===== config.mk =====
export PLATFORM = sky130hd
export DESIGN_NAME = mem_access_ctrl_flat
export DESIGN_NICKNAME = d
export VERILOG_FILES = /design/src/rtl/mem_access_ctrl_pkg.sv /design/src/rtl/mem_access_ctrl_if.sv /design/src/rtl/mem_access_ctrl_lane_align.sv /design/src/rtl/mem_access_ctrl.sv /design/src/flat_wrapper.sv
export SDC_FILE = /design/constraint.sdc
export NUM_CORES = 1
export LEC_CHECK = 0
export BUFFER_PORTS_ARGS = -buffer_cell sky130_fd_sc_hd__buf_2
export CAP_MARGIN = 25
export CORE_MARGIN = 2
export CORE_UTILIZATION = 40
export CTS_CLUSTER_DIAMETER = 30
export DETAILED_ROUTE_END_ITERATION = 16
export PLACE_DENSITY = 0.72
export REMOVE_ABC_BUFFERS = 1
export SLEW_MARGIN = 10
export SYNTH_ARGS = -nofsm -noshare
export SYNTH_HDL_FRONTEND = slang
export SYNTH_HIERARCHICAL = 1
export SYNTH_SLANG_ARGS = --single-unit

===== constraint.sdc =====
create_clock -name clk -period 2 [get_ports clk]
set_input_delay 0 -clock clk [delete_from_list [all_inputs] [get_ports clk]]
set_output_delay 0 -clock clk [all_outputs]
set_load 0.005 [all_outputs]

===== src/rtl/mem_access_ctrl_pkg.sv =====
// Shared encodings for the load/store sequencer: op codes, FSM states, strobe constants
// and small op-classification helpers.
package mem_access_ctrl_pkg;

   typedef enum logic [3:0] {
      OP_LB  = 4'h0,
      OP_LH  = 4'h1,
      OP_LW  = 4'h2,
      OP_LBU = 4'h3,
      OP_LHU = 4'h4,
      OP_LWL = 4'h5,
      OP_LWR = 4'h6,
      OP_SB  = 4'h8,
      OP_SH  = 4'h9,
      OP_SW  = 4'hA,
      OP_SWL = 4'hB,
      OP_SWR = 4'hC
   } mem_op_e;

   typedef enum logic [1:0] {
      ST_IDLE     = 2'd0,
      ST_ISSUE    = 2'd1,
      ST_WAIT_RSP = 2'd2,
      ST_WB       = 2'd3
   } state_e;

   localparam logic [3:0] STRB_ALL     = 4'b1111;
   localparam logic [3:0] STRB_BYTE0   = 4'b0001;
   localparam logic [3:0] STRB_LO_HALF = 4'b0011;
   localparam logic [3:0] STRB_HI_HALF = 4'b1100;

   function automatic logic is_store(input mem_op_e op);
      return op inside {OP_SB, OP_SH, OP_SW, OP_SWL, OP_SWR};
   endfunction

   // Unaligned-capable ops (LWL/LWR/SWL/SWR, bytes) are never flagged.
   function automatic logic is_misaligned(input mem_op_e op, input logic [1:0] ea);
      return ((op inside {OP_LH, OP_LHU, OP_SH}) && ea[0]) ||
             ((op inside {OP_LW, OP_SW}) && (ea != 2'b00));
   endfunction

endpackage


===== src/rtl/mem_access_ctrl_if.sv =====
// Pipeline-request, memory-port and write-back signals of the load/store sequencer.
// slave = controller view, master = surrounding pipeline/memory view.
interface mem_access_ctrl_if;
   logic        req_valid;
   logic        req_ready;
   logic [3:0]  req_op;
   logic [31:0] req_addr;
   logic [31:0] req_wdata;
   logic [4:0]  req_rd;
   logic        mem_req_valid;
   logic        mem_req_ready;
   logic        mem_wen;
   logic [31:0] mem_addr;
   logic [31:0] mem_wdata;
   logic [3:0]  mem_strb;
   logic        mem_rsp_valid;
   logic [31:0] mem_rdata;
   logic        wb_valid;
   logic [4:0]  wb_rd;
   logic [31:0] wb_data;
   logic        op_done;
   logic        op_err;

   modport slave (
      input  req_valid, req_op, req_addr, req_wdata, req_rd,
      input  mem_req_ready, mem_rsp_valid, mem_rdata,
      output req_ready, mem_req_valid, mem_wen, mem_addr, mem_wdata, mem_strb,
      output wb_valid, wb_rd, wb_data, op_done, op_err
   );

   modport master (
      output req_valid, req_op, req_addr, req_wdata, req_rd,
      output mem_req_ready, mem_rsp_valid, mem_rdata,
      input  req_ready, mem_req_valid, mem_wen, mem_addr, mem_wdata, mem_strb,
      input  wb_valid, wb_rd, wb_data, op_done, op_err
   );
endinterface


===== src/rtl/mem_access_ctrl_lane_align.sv =====
// Combinational byte-lane steering: store data/strobes and extended or merged load data
// from the op, the low address bits and the word read back from memory.
module lane_align
   import mem_access_ctrl_pkg::*;
(
   input  mem_op_e     op,
   input  logic [1:0]  ea,
   input  logic [31:0] rt,
   input  logic [31:0] rdata,
   output logic [31:0] ld_data,
   output logic [31:0] st_data,
   output logic [3:0]  st_strb
);
   logic [4:0]  sh_lo;
   logic [4:0]  sh_hi;
   logic [7:0]  ld_byte;
   logic [15:0] ld_half;

   // sh_hi = 8*(3-ea): distance of byte ea from the top lane.
   assign sh_lo   = {ea, 3'b000};
   assign sh_hi   = {~ea, 3'b000};
   assign ld_byte = rdata[sh_lo +: 8];
   assign ld_half = rdata[{ea[1], 4'b0000} +: 16];

   always_comb begin
      ld_data = rdata;
      st_data = 32'h0;
      st_strb = STRB_ALL;
      case (op)
         OP_LB:  ld_data = {{24{ld_byte[7]}}, ld_byte};
         OP_LBU: ld_data = {24'h0, ld_byte};
         OP_LH:  ld_data = {{16{ld_half[15]}}, ld_half};
         OP_LHU: ld_data = {16'h0, ld_half};
         OP_LWL: ld_data = (rdata << sh_hi) | (rt & ~(32'hFFFF_FFFF << sh_hi));
         OP_LWR: ld_data = (rdata >> sh_lo) | (rt & ~(32'hFFFF_FFFF >> sh_lo));
         OP_SB: begin
            st_strb = STRB_BYTE0 << ea;
            st_data = {24'h0, rt[7:0]} << sh_lo;
         end
         OP_SH: begin
            st_strb = ea[1] ? STRB_HI_HALF : STRB_LO_HALF;
            st_data = {16'h0, rt[15:0]} << {ea[1], 4'b0000};
         end
         OP_SW:  st_data = rt;
         OP_SWL: begin
            st_strb = STRB_ALL >> ~ea;
            st_data = rt >> sh_hi;
         end
         OP_SWR: begin
            st_strb = STRB_ALL << ea;
            st_data = rt << sh_lo;
         end
         default: ;
      endcase
   end
endmodule


===== src/rtl/mem_access_ctrl.sv =====
// Single-outstanding load/store sequencer between the MEM stage and the data-memory port.
// Optional MEM_ALIGN_CHK_EN: misaligned LH/LHU/SH/LW/SW are rejected with op_err without a memory access.
module mem_access_ctrl
   import mem_access_ctrl_pkg::*;
#(
   parameter int unsigned TIMEOUT_CYC = 255
) (
   input  logic            clk,
   input  logic            resetn,
   mem_access_ctrl_if.slave bus
);
   localparam int CNT_W = (TIMEOUT_CYC < 2) ? 1 : $clog2(TIMEOUT_CYC + 1);
   localparam logic [CNT_W-1:0] TIMEOUT_VAL = CNT_W'(TIMEOUT_CYC);

   state_e            state_q, state_d;
   mem_op_e           op_q, op_d;
   logic [31:0]       addr_q, addr_d;
   logic [31:0]       wdata_q, wdata_d;
   logic [4:0]        rd_q, rd_d;
   logic [31:0]       rdata_q, rdata_d;
   logic [CNT_W-1:0]  counter_q, counter_d;
   logic [CNT_W-1:0]  counter_inc;
   logic              timeout_hit;
   logic              wb_valid_q, wb_valid_d;
   logic [4:0]        wb_rd_q, wb_rd_d;
   logic [31:0]       wb_data_q, wb_data_d;
   logic              op_done_q, op_done_d;
   logic              op_err_q, op_err_d;
   logic [31:0]       ld_data;
   logic [31:0]       st_data;
   logic [3:0]        st_strb;

   lane_align u_lane_align (
      .op      (op_q),
      .ea      (addr_q[1:0]),
      .rt      (wdata_q),
      .rdata   (rdata_q),
      .ld_data (ld_data),
      .st_data (st_data),
      .st_strb (st_strb)
   );

   // The wait ends in the cycle whose increment would reach TIMEOUT_CYC, so WAIT_RSP
   // lasts at most TIMEOUT_CYC cycles; a response in that last cycle still wins.
   assign counter_inc = counter_q + CNT_W'(1);
   assign timeout_hit = (TIMEOUT_CYC != 0) && (counter_inc == TIMEOUT_VAL);

   always_comb begin
      state_d    = state_q;
      op_d       = op_q;
      addr_d     = addr_q;
      wdata_d    = wdata_q;
      rd_d       = rd_q;
      rdata_d    = rdata_q;
      counter_d  = counter_q;
      wb_valid_d = 1'b0;
      wb_rd_d    = wb_rd_q;
      wb_data_d  = wb_data_q;
      op_done_d  = 1'b0;
      op_err_d   = 1'b0;
      case (state_q)
         ST_IDLE: begin
            if (bus.req_valid) begin
               op_d    = mem_op_e'(bus.req_op);
               addr_d  = bus.req_addr;
               wdata_d = bus.req_wdata;
               rd_d    = bus.req_rd;
`ifdef MEM_ALIGN_CHK_EN
               if (is_misaligned(mem_op_e'(bus.req_op), bus.req_addr[1:0])) begin
                  op_err_d = 1'b1;
               end else begin
                  state_d = ST_ISSUE;
               end
`else
               state_d = ST_ISSUE;
`endif
            end
         end
         ST_ISSUE: begin
            if (bus.mem_req_ready) begin
               state_d   = ST_WAIT_RSP;
               counter_d = '0;
            end
         end
         ST_WAIT_RSP: begin
            counter_d = counter_inc;
            if (bus.mem_rsp_valid) begin
               if (is_store(op_q)) begin
                  op_done_d = 1'b1;
                  state_d   = ST_IDLE;
               end else begin
                  rdata_d = bus.mem_rdata;
                  state_d = ST_WB;
               end
            end else if (timeout_hit) begin
               op_err_d = 1'b1;
               state_d  = ST_IDLE;
            end
         end
         ST_WB: begin
            wb_valid_d = 1'b1;
            op_done_d  = 1'b1;
            wb_rd_d    = rd_q;
            wb_data_d  = ld_data;
            state_d    = ST_IDLE;
         end
         default: state_d = ST_IDLE;
      endcase
   end

   always_ff @(posedge clk or negedge resetn) begin
      if (!resetn) begin
         state_q    <= ST_IDLE;
         op_q       <= OP_LB;
         addr_q     <= 32'h0;
         wdata_q    <= 32'h0;
         rd_q       <= 5'h0;
         rdata_q    <= 32'h0;
         counter_q  <= '0;
         wb_valid_q <= 1'b0;
         wb_rd_q    <= 5'h0;
         wb_data_q  <= 32'h0;
         op_done_q  <= 1'b0;
         op_err_q   <= 1'b0;
      end else begin
         state_q    <= state_d;
         op_q       <= op_d;
         addr_q     <= addr_d;
         wdata_q    <= wdata_d;
         rd_q       <= rd_d;
         rdata_q    <= rdata_d;
         counter_q  <= counter_d;
         wb_valid_q <= wb_valid_d;
         wb_rd_q    <= wb_rd_d;
         wb_data_q  <= wb_data_d;
         op_done_q  <= op_done_d;
         op_err_q   <= op_err_d;
      end
   end

   assign bus.req_ready     = (state_q == ST_IDLE);
   assign bus.mem_req_valid = (state_q == ST_ISSUE);
   assign bus.mem_wen       = is_store(op_q);
   assign bus.mem_addr      = {addr_q[31:2], 2'b00};
   assign bus.mem_wdata     = st_data;
   assign bus.mem_strb      = st_strb;
   assign bus.wb_valid      = wb_valid_q;
   assign bus.wb_rd         = wb_rd_q;
   assign bus.wb_data       = wb_data_q;
   assign bus.op_done       = op_done_q;
   assign bus.op_err        = op_err_q;
endmodule


===== src/flat_wrapper.sv =====
// flat-port wrapper written by rule: the top's interface ports become plain ports
module mem_access_ctrl_flat import mem_access_ctrl_pkg::*;
#(
   parameter int unsigned TIMEOUT_CYC = 255
)
  (clk, resetn, bus_req_valid, bus_req_op, bus_req_addr, bus_req_wdata, bus_req_rd, bus_mem_req_ready, bus_mem_rsp_valid, bus_mem_rdata, bus_req_ready, bus_mem_req_valid, bus_mem_wen, bus_mem_addr, bus_mem_wdata, bus_mem_strb, bus_wb_valid, bus_wb_rd, bus_wb_data, bus_op_done, bus_op_err);
  mem_access_ctrl_if bus_i ();
  input  logic clk;
  input  logic resetn;
  input wire logic [$bits(bus_i.req_valid)-1:0] bus_req_valid;
  input wire logic [$bits(bus_i.req_op)-1:0] bus_req_op;
  input wire logic [$bits(bus_i.req_addr)-1:0] bus_req_addr;
  input wire logic [$bits(bus_i.req_wdata)-1:0] bus_req_wdata;
  input wire logic [$bits(bus_i.req_rd)-1:0] bus_req_rd;
  input wire logic [$bits(bus_i.mem_req_ready)-1:0] bus_mem_req_ready;
  input wire logic [$bits(bus_i.mem_rsp_valid)-1:0] bus_mem_rsp_valid;
  input wire logic [$bits(bus_i.mem_rdata)-1:0] bus_mem_rdata;
  output wire logic [$bits(bus_i.req_ready)-1:0] bus_req_ready;
  output wire logic [$bits(bus_i.mem_req_valid)-1:0] bus_mem_req_valid;
  output wire logic [$bits(bus_i.mem_wen)-1:0] bus_mem_wen;
  output wire logic [$bits(bus_i.mem_addr)-1:0] bus_mem_addr;
  output wire logic [$bits(bus_i.mem_wdata)-1:0] bus_mem_wdata;
  output wire logic [$bits(bus_i.mem_strb)-1:0] bus_mem_strb;
  output wire logic [$bits(bus_i.wb_valid)-1:0] bus_wb_valid;
  output wire logic [$bits(bus_i.wb_rd)-1:0] bus_wb_rd;
  output wire logic [$bits(bus_i.wb_data)-1:0] bus_wb_data;
  output wire logic [$bits(bus_i.op_done)-1:0] bus_op_done;
  output wire logic [$bits(bus_i.op_err)-1:0] bus_op_err;
  assign bus_i.req_valid = bus_req_valid;
  assign bus_i.req_op = bus_req_op;
  assign bus_i.req_addr = bus_req_addr;
  assign bus_i.req_wdata = bus_req_wdata;
  assign bus_i.req_rd = bus_req_rd;
  assign bus_i.mem_req_ready = bus_mem_req_ready;
  assign bus_i.mem_rsp_valid = bus_mem_rsp_valid;
  assign bus_i.mem_rdata = bus_mem_rdata;
  assign bus_req_ready = bus_i.req_ready;
  assign bus_mem_req_valid = bus_i.mem_req_valid;
  assign bus_mem_wen = bus_i.mem_wen;
  assign bus_mem_addr = bus_i.mem_addr;
  assign bus_mem_wdata = bus_i.mem_wdata;
  assign bus_mem_strb = bus_i.mem_strb;
  assign bus_wb_valid = bus_i.wb_valid;
  assign bus_wb_rd = bus_i.wb_rd;
  assign bus_wb_data = bus_i.wb_data;
  assign bus_op_done = bus_i.op_done;
  assign bus_op_err = bus_i.op_err;
  mem_access_ctrl #(.TIMEOUT_CYC(TIMEOUT_CYC)) u_core (.clk(clk), .resetn(resetn), .bus(bus_i));
endmodule

==> flow_summary_export.csv, run 1 <==
group,metric,value,unit
synthesis,yosysSeqAreaShare,0.401,
drt,first_pass_iters,8,
drt,vias,9444,
synthesis,syn_area,0.00967,mm^2
synthesis,synth_ff_type,"dfrtp_1",
grt,globalRouteTotalUtil,0.257,
worst_hold_path,min_path_type,"primary input to asynchronous set/reset pin",
timing,finalHoldViolCount,0,
power,vdd.ir_drop.worst,0.792,mV
timing,worst_pin_slew,547,ps
run_status,violations,"negative setup slack",
timing,slew_headroom,0.633,
grt,antenna_found_initial,2,
job,cap_viol_max_count,0,
timing,rsz0062_at_grt,"yes",
run_status,status,"finished with violations",
drt,ant_nets,0,
critical_path,path_max_fanout,12,
grt,overflow,0,
synthesis,ys_types,61,
synthesis,synth_edf_count,0,
placement,portBuffers,218,
placement,dp.final_hpwl,21.1,mm
timing,finalCritPeriodShare,1.15,
critical_path,critPathRequiredTime,2000,ps
placement,routabilityCongestion,0.875,
placement,placed_cell_area,0.0113,mm^2
clock_network,cts_root_buffer,"clkbuf_16",
finish,final_common_cell,"buf_2",
die,core,0.0236,mm^2
clock_network,path_clk_slew,70,ps
critical_path,worst_ep_arrival_time,2310,ps
critical_path,path_cells,"buf_12 -> nor2b_1 -> o21ai_2 -> o31ai_4 -> buf_4 -> a221o_1 -> buf_2",
placement,pre_cts_ws,-165,ps
finish,final_cell_mix,"218 x buf_2, 149 x dfrtp_1, 126 x mux2_2",
timing,fin_skew,8.51,ps
synthesis,post_synth.cell_area_avg,11.1,um^2
timing,max_freq,434,MHz
drt,drc_errors,0,
drt,post_drt_via_cell_ratio,5.91,
finish,final_area,0.0145,mm^2
synthesis,yosys_warnings,6,
clock_network,clk_path_buf_depth,2,
die,die_x,159,um
grt,grt_pass1_vias,9284,
finish,final.fill_count,1772,
power,power.density,1820,mW/mm^2
power,leakagePower,6.56,nW
timing,min_period,2310,ps
synthesis,async_flop_share,1.00,
synthesis,ys_ff_latch,155,
die,rows,56,
critical_path,startpoint_type,"flip-flop",
grt,grt_pass1_wl,51.8,mm
finish,final_nets,1377,
timing,finalSetupViolations,64,
drt,drtIter0Drc,914,
critical_path,endpoint_kind,"output pin",
drt,drt_wl_total,35.3,mm
clock_network,cts_tree,"built",
clock_network,cts_inserted_buffers,17,
finish,drive_gt1_frac,0.540,
timing,slew_violations,0,
finish,final_cells,1597,
timing,setup_slack,-305,ps
die,io_pins,221,
critical_path,critPathSlowestCell,"dfrtp_2",
clock_network,cts.sinks,155,
critical_path,path_class,"flip-flop to output pin",
die,initial_core_util,0.409,
grt,grt_max_degree,62,
finish,insertedDiodeCount,0,
placement,place_inst,1391,
clock_network,h-tree-depth,4,
critical_path,r2r_slack,-240,ps
die,die_height,159,um
synthesis,synthCells,868,
drt,wire_per_inst,22.1,um
clock_network,clkLatencyLatePin,440,ps
finish,syn2layout_area_growth,50.3,%
critical_path,slowest_delay,440,ps
die,dieArea,0.0254,mm^2
## Yosys cell counts (all sizes together), types with 3 or more instances
cell type	n	area (um^2)
a21oi	37	185
a22o	14	123
a221o	23	230
mux2i	57	571
nand2b	4	25.0
a2bb2oi	7	61.3
o21ai	29	145
nor3b	5	37.5
o221ai	8	70.1
mux2	165	1970
inv	11	41.3
nand2	44	165
clkbuf	20	75.1
nor2b	15	101
a31oi	14	87.6
a21o	3	22.5
nor3	6	35.0
dfrtp	155	3880
mux4	10	225
a22oi	25	188
buf	79	557
nor2	47	176
nand3	9	45.0
o22ai	10	62.6
o211ai	15	113
and3	7	43.8
and2	3	18.8
or3	3	18.8
o2bb2ai	6	52.6
## worst max-delay path: cells and delay by family (launching register included)
family | cells | cell delay [ps]
flip-flops | 1 | 440
AO/OA/AOI/OAI | 3 | 780
buffers and inverters | 3 | 470
AND/OR/NAND/NOR | 1 | 170
## logic make-up (layout without fill, tap and decap cells)
group / count (synthesis) / in the layout / synth area share
AO/OA/AOI/OAI: 209 / 209 / 0.157
XOR/XNOR: 1 / 1 / 0.00168
adder cells (fa/ha/maj): 2 / 2 / 0.00259
buffers and inverters: 110 / 519 / 0.0696
flip-flops: 155 / 155 / 0.401
multiplexers: 232 / 232 / 0.286
other: 1 / 2 / 0.000388
AND/OR/NAND/NOR: 158 / 158 / 0.0818
## cell type report
type / count / area (um^2) / area share
Sequential cell: 155 / 3890 / 0.268
Clock inverter: 14 / 151 / 0.0104
Timing Repair Buffer: 476 / 3870 / 0.266
Multi-Input combinational cell: 604 / 5740 / 0.395
Clock buffer: 18 / 439 / 0.0302
Inverter: 11 / 41.3 / 0.00284
Tap cell: 319 / 399 / 0.0275
## through the flow
step	hold slack [ps]	setup TNS [ps]	power, mW	utilization
6_report	77.5	-10140	26.4	0.615
3_3_place_gp	-41.5	-3000	18.1	0.479
3_5_place_dp	-38.2	-2540	18.4	0.480
2_1_floorplan	-296	-212890	13.5	-
5_1_grt	139	-12830	27.5	0.615
4_1_cts	104	-7290	23.9	0.585
## repair_timing
action                                  in CTS  in global routing
gates cloned                                 5                  4
gates resized for setup                    110                104
setup buffers                               33                 27
hold buffers                               109                  0
endpoints found under the setup margin      60                 64
pin swaps                                   24                 34
hold endpoints to repair                   226                  0
## path summary, 6_finish.rpt
check,start,endpoint,depth (start not counted)
max,u_core/op_q[1]$_DFFE_PN0P_,bus_mem_wdata[15],7
min,resetn,u_core/op_q[3]$_DFFE_PN0P_,2
min reg2reg,u_core/addr_q[29]$_DFFE_PN0P_,u_core/addr_q[29]$_DFFE_PN0P_,1
max in group asynchronous,resetn,u_core/addr_q[24]$_DFFE_PN0P_,3
min in group clk,bus_mem_req_ready,u_core/counter_q[1]$_DFFE_PN0P_,4
max reg2reg,u_core/addr_q[1]$_DFFE_PN0P_,u_core/bus.wb_data[28]$_DFFE_PN0P_,7
## where the power goes
part / switching [mW] / internal, mW
logic: 7.56 / 8.95
registers: 1.95 / 4.66
clock network: 1.47 / 1.80
total: 11.0 / 15.4
## registers in the layout (all words and copies together), names as in the netlist, 2 cells and up
signal / flops
u_core/addr_q: 32
u_core/bus.wb_data: 32
u_core/rdata_q: 32
u_core/wdata_q: 32
u_core/counter_q: 8
u_core/bus.wb_rd: 5
u_core/rd_q: 5
u_core/op_q: 4
u_core/state_q: 2
## layer usage
layer / vias up / global-route usage / wire, um
li1: 4049 / - / -
met1: 4624 / 0.316 / 13500
met2: 625 / 0.427 / 16700
met3: 144 / 0.0662 / 3400
met4: 2 / 0.109 / 1620
met5: - / 0 / 13
No activity file was read; power rests on OpenSTA's default activity.
==> run 2: changes to the inputs <==
- PLACE_DENSITY: 0.72 -> 0.7
- clock period: 2 -> 2.45 ns (I/O delays scaled with it)
==> run 2 against run 1 <==
The run now ends clean; utilization fell by 7.7 points; sequential share of layout area increased by 3.8 points; clock power decreased by 24%; critical endpoint is now bus_mem_wdata[29]; via count fell by 11%; register-to-register slack improved by 410 ps; clock skew increased by 5.2 ps; final cell count shrank 6.6%; final area is 13% lower; largest power group unchanged.
==> flow_summary_export.csv, run 2 (synthesis results as in run 1) <==
group,metric,value,unit
grt,antenna_found_initial,0,
critical_path,worstRegToRegCells,6,
timing,slew_headroom,0.532,
timing,max_freq,416,MHz
finish,final_common_cell,"buf_2",
drt,drc_errors,0,
timing,finalSetupViolations,0,
clock_network,cts_inserted_buffers,17,
placement,portBuffers,218,
critical_path,endpoint_kind,"output pin",
placement,routabilityCongestion,0.898,
grt,grt_pass1_wl,46.5,mm
finish,insertedDiodeCount,0,
power,p_switching,7.35,mW
die,dieArea,0.0254,mm^2
finish,syn2layout_area_growth,31.4,%
critical_path,startpoint,"u_core/addr_q[0]$_DFFE_PN0P_",
timing,fin_skew,13.7,ps
clock_network,path_clk_slew,70,ps
die,die_x,159,um
drt,wire_per_inst,20.0,um
timing,finalCritPeriodShare,0.981,
critical_path,r2r_slack,170,ps
clock_network,clkLatencyLatePin,430,ps
drt,vias,8365,
drt,ant_nets,0,
timing,fin_tns_setup,0,ps
grt,overflow,0,
clock_network,cts.sinks,155,
drt,post_drt_via_cell_ratio,5.61,
critical_path,worstReg2RegEnd,"u_core/bus.wb_data[28]$_DFFE_PN0P_",
power,leakagePower,5.73,nW
timing,rsz0062_at_grt,"yes",
power,p_comb_frac,0.548,
clock_network,cts_root_buffer,"clkbuf_16",
critical_path,endpoint,"bus_mem_wdata[29]",
die,core,0.0236,mm^2
timing,slew_violations,0,
power,p_sw_frac,0.422,
grt,grt_max_degree,74,
grt,globalRouteTotalUtil,0.231,
finish,final_cell_mix,"217 x buf_2, 151 x dfrtp_1, 136 x mux2_2",
power,p_seq_frac,0.310,
critical_path,path_class,"flip-flop to output pin",
job,cap_viol_max_count,0,
power,total_power,17.4,mW
critical_path,path_max_fanout,55,
power,vdd.ir_drop.worst,0.551,mV
clock_network,cts_tree,"built",
run_status,status,"finished clean",
timing,worst_pin_slew,702,ps
finish,postLayoutCoreUtil,0.538,
die,io_pins,221,
critical_path,startpoint_type,"flip-flop",
timing,finalHoldViolCount,0,
die,rows,56,
clock_network,h-tree-depth,4,
die,initial_core_util,0.409,
finish,final_nets,1271,
grt,grt_pass1_vias,8331,
drt,first_pass_iters,5,
drt,drtIter0Drc,706,
critical_path,reg2reg_from,"u_core/addr_q[0]$_DFFE_PN0P_",
critical_path,worst_ep_arrival_time,2400,ps
placement,dp.final_hpwl,19.9,mm
clock_network,clk_path_buf_depth,2,
drt,drt_wl_total,29.8,mm
die,die_height,159,um
critical_path,critPathRequiredTime,2450,ps
power,p_int,10.1,mW
finish,drive_gt1_frac,0.422,
timing,min_period,2400,ps
power,p_clk_frac,0.142,
worst_hold_path,min_path_type,"primary input to asynchronous set/reset pin",
timing,worst_hold_slack,151,ps
power,power.density,1370,mW/mm^2
## run 2: changes by cell type in the layout (fill, tap and decap cells not counted), sizes merged
cell	change
buf	-99
bufbuf	-3
bufinv	-1
clkbuf	-4
clkinv	+2
clkinvlp	+1
inv	-2
## run 2: cell type report
type	instances	area, um^2
clock buffer	18	439
clock inverter	14	110
fill	2108	10900
inverter	11	41.3
multi-input combinational	604	5200
sequential	155	3890
tap	319	399
timing repair buffer	370	2630
## run 2: worst min path at each step
| stage | end | slack, ps | cells past startpoint |
|---|---|---|---|
| final | u_core/wdata_q[10]$_DFFE_PN0P_ | 150 | 2 |
| after global routing | u_core/counter_q[6]$_DFFE_PN0P_ | 150 | 4 |
| after floorplan | u_core/addr_q[0]$_DFFE_PN0P_ | -300 | 0 |
| after detailed placement | u_core/bus.wb_data[10]$_DFFE_PN0P_ | 70 | 1 |
| after global placement | u_core/rdata_q[10]$_DFFE_PN0P_ | 70 | 1 |
| after CTS | u_core/counter_q[7]$_DFFE_PN0P_ | 130 | 4 |
## run 2: power groups by stage
stage               clock (mW)  sequential, mW  combinational, mW
floorplan                    0            5.37               5.68
global placement             0            5.32               8.94
detailed placement           0            5.36               9.11
CTS                       2.54            5.34               9.33
global route              2.66            5.60               10.2
finish                    2.47            5.40               9.54
## run 2: what timing repair did
action / 4_1_cts / 5_1_grt
pin swaps: 0 / 1
buffers inserted: 0 / 1
gates resized for setup: 9 / 15
hold endpoints to repair: 175 / 0
cloned: 0 / 0
setup endpoints to repair: 30 / 27
hold buffers: 109 / 0
## run 2: worst max-delay path: stages, from the launching register on
cell     delay, ps
dfrtp_4        480
buf_16         280
mux4_2         560
nor3b_1        150
a221o_1        310
buf_2          150
## run 2: stage by stage
stage / instances / worst slack [ps] / instance area (um^2)
floorplan: 770 / -1880 / 9040
global placement: 1349 / 236 / 11000
detailed placement: 1349 / 235 / 11000
CTS: 1490 / 4.33 / 12600
global route: 1491 / -4.67 / 12700
finish: 1491 / 47.2 / 12700
## run 2: routing by layer
metal,up-vias,global-route usage,wire [um]
li1,3823,-,-
met1,4106,0.297,12500
met2,383,0.383,14400
met3,53,0.0547,2210
met4,0,0.0760,752
met5,-,0,0
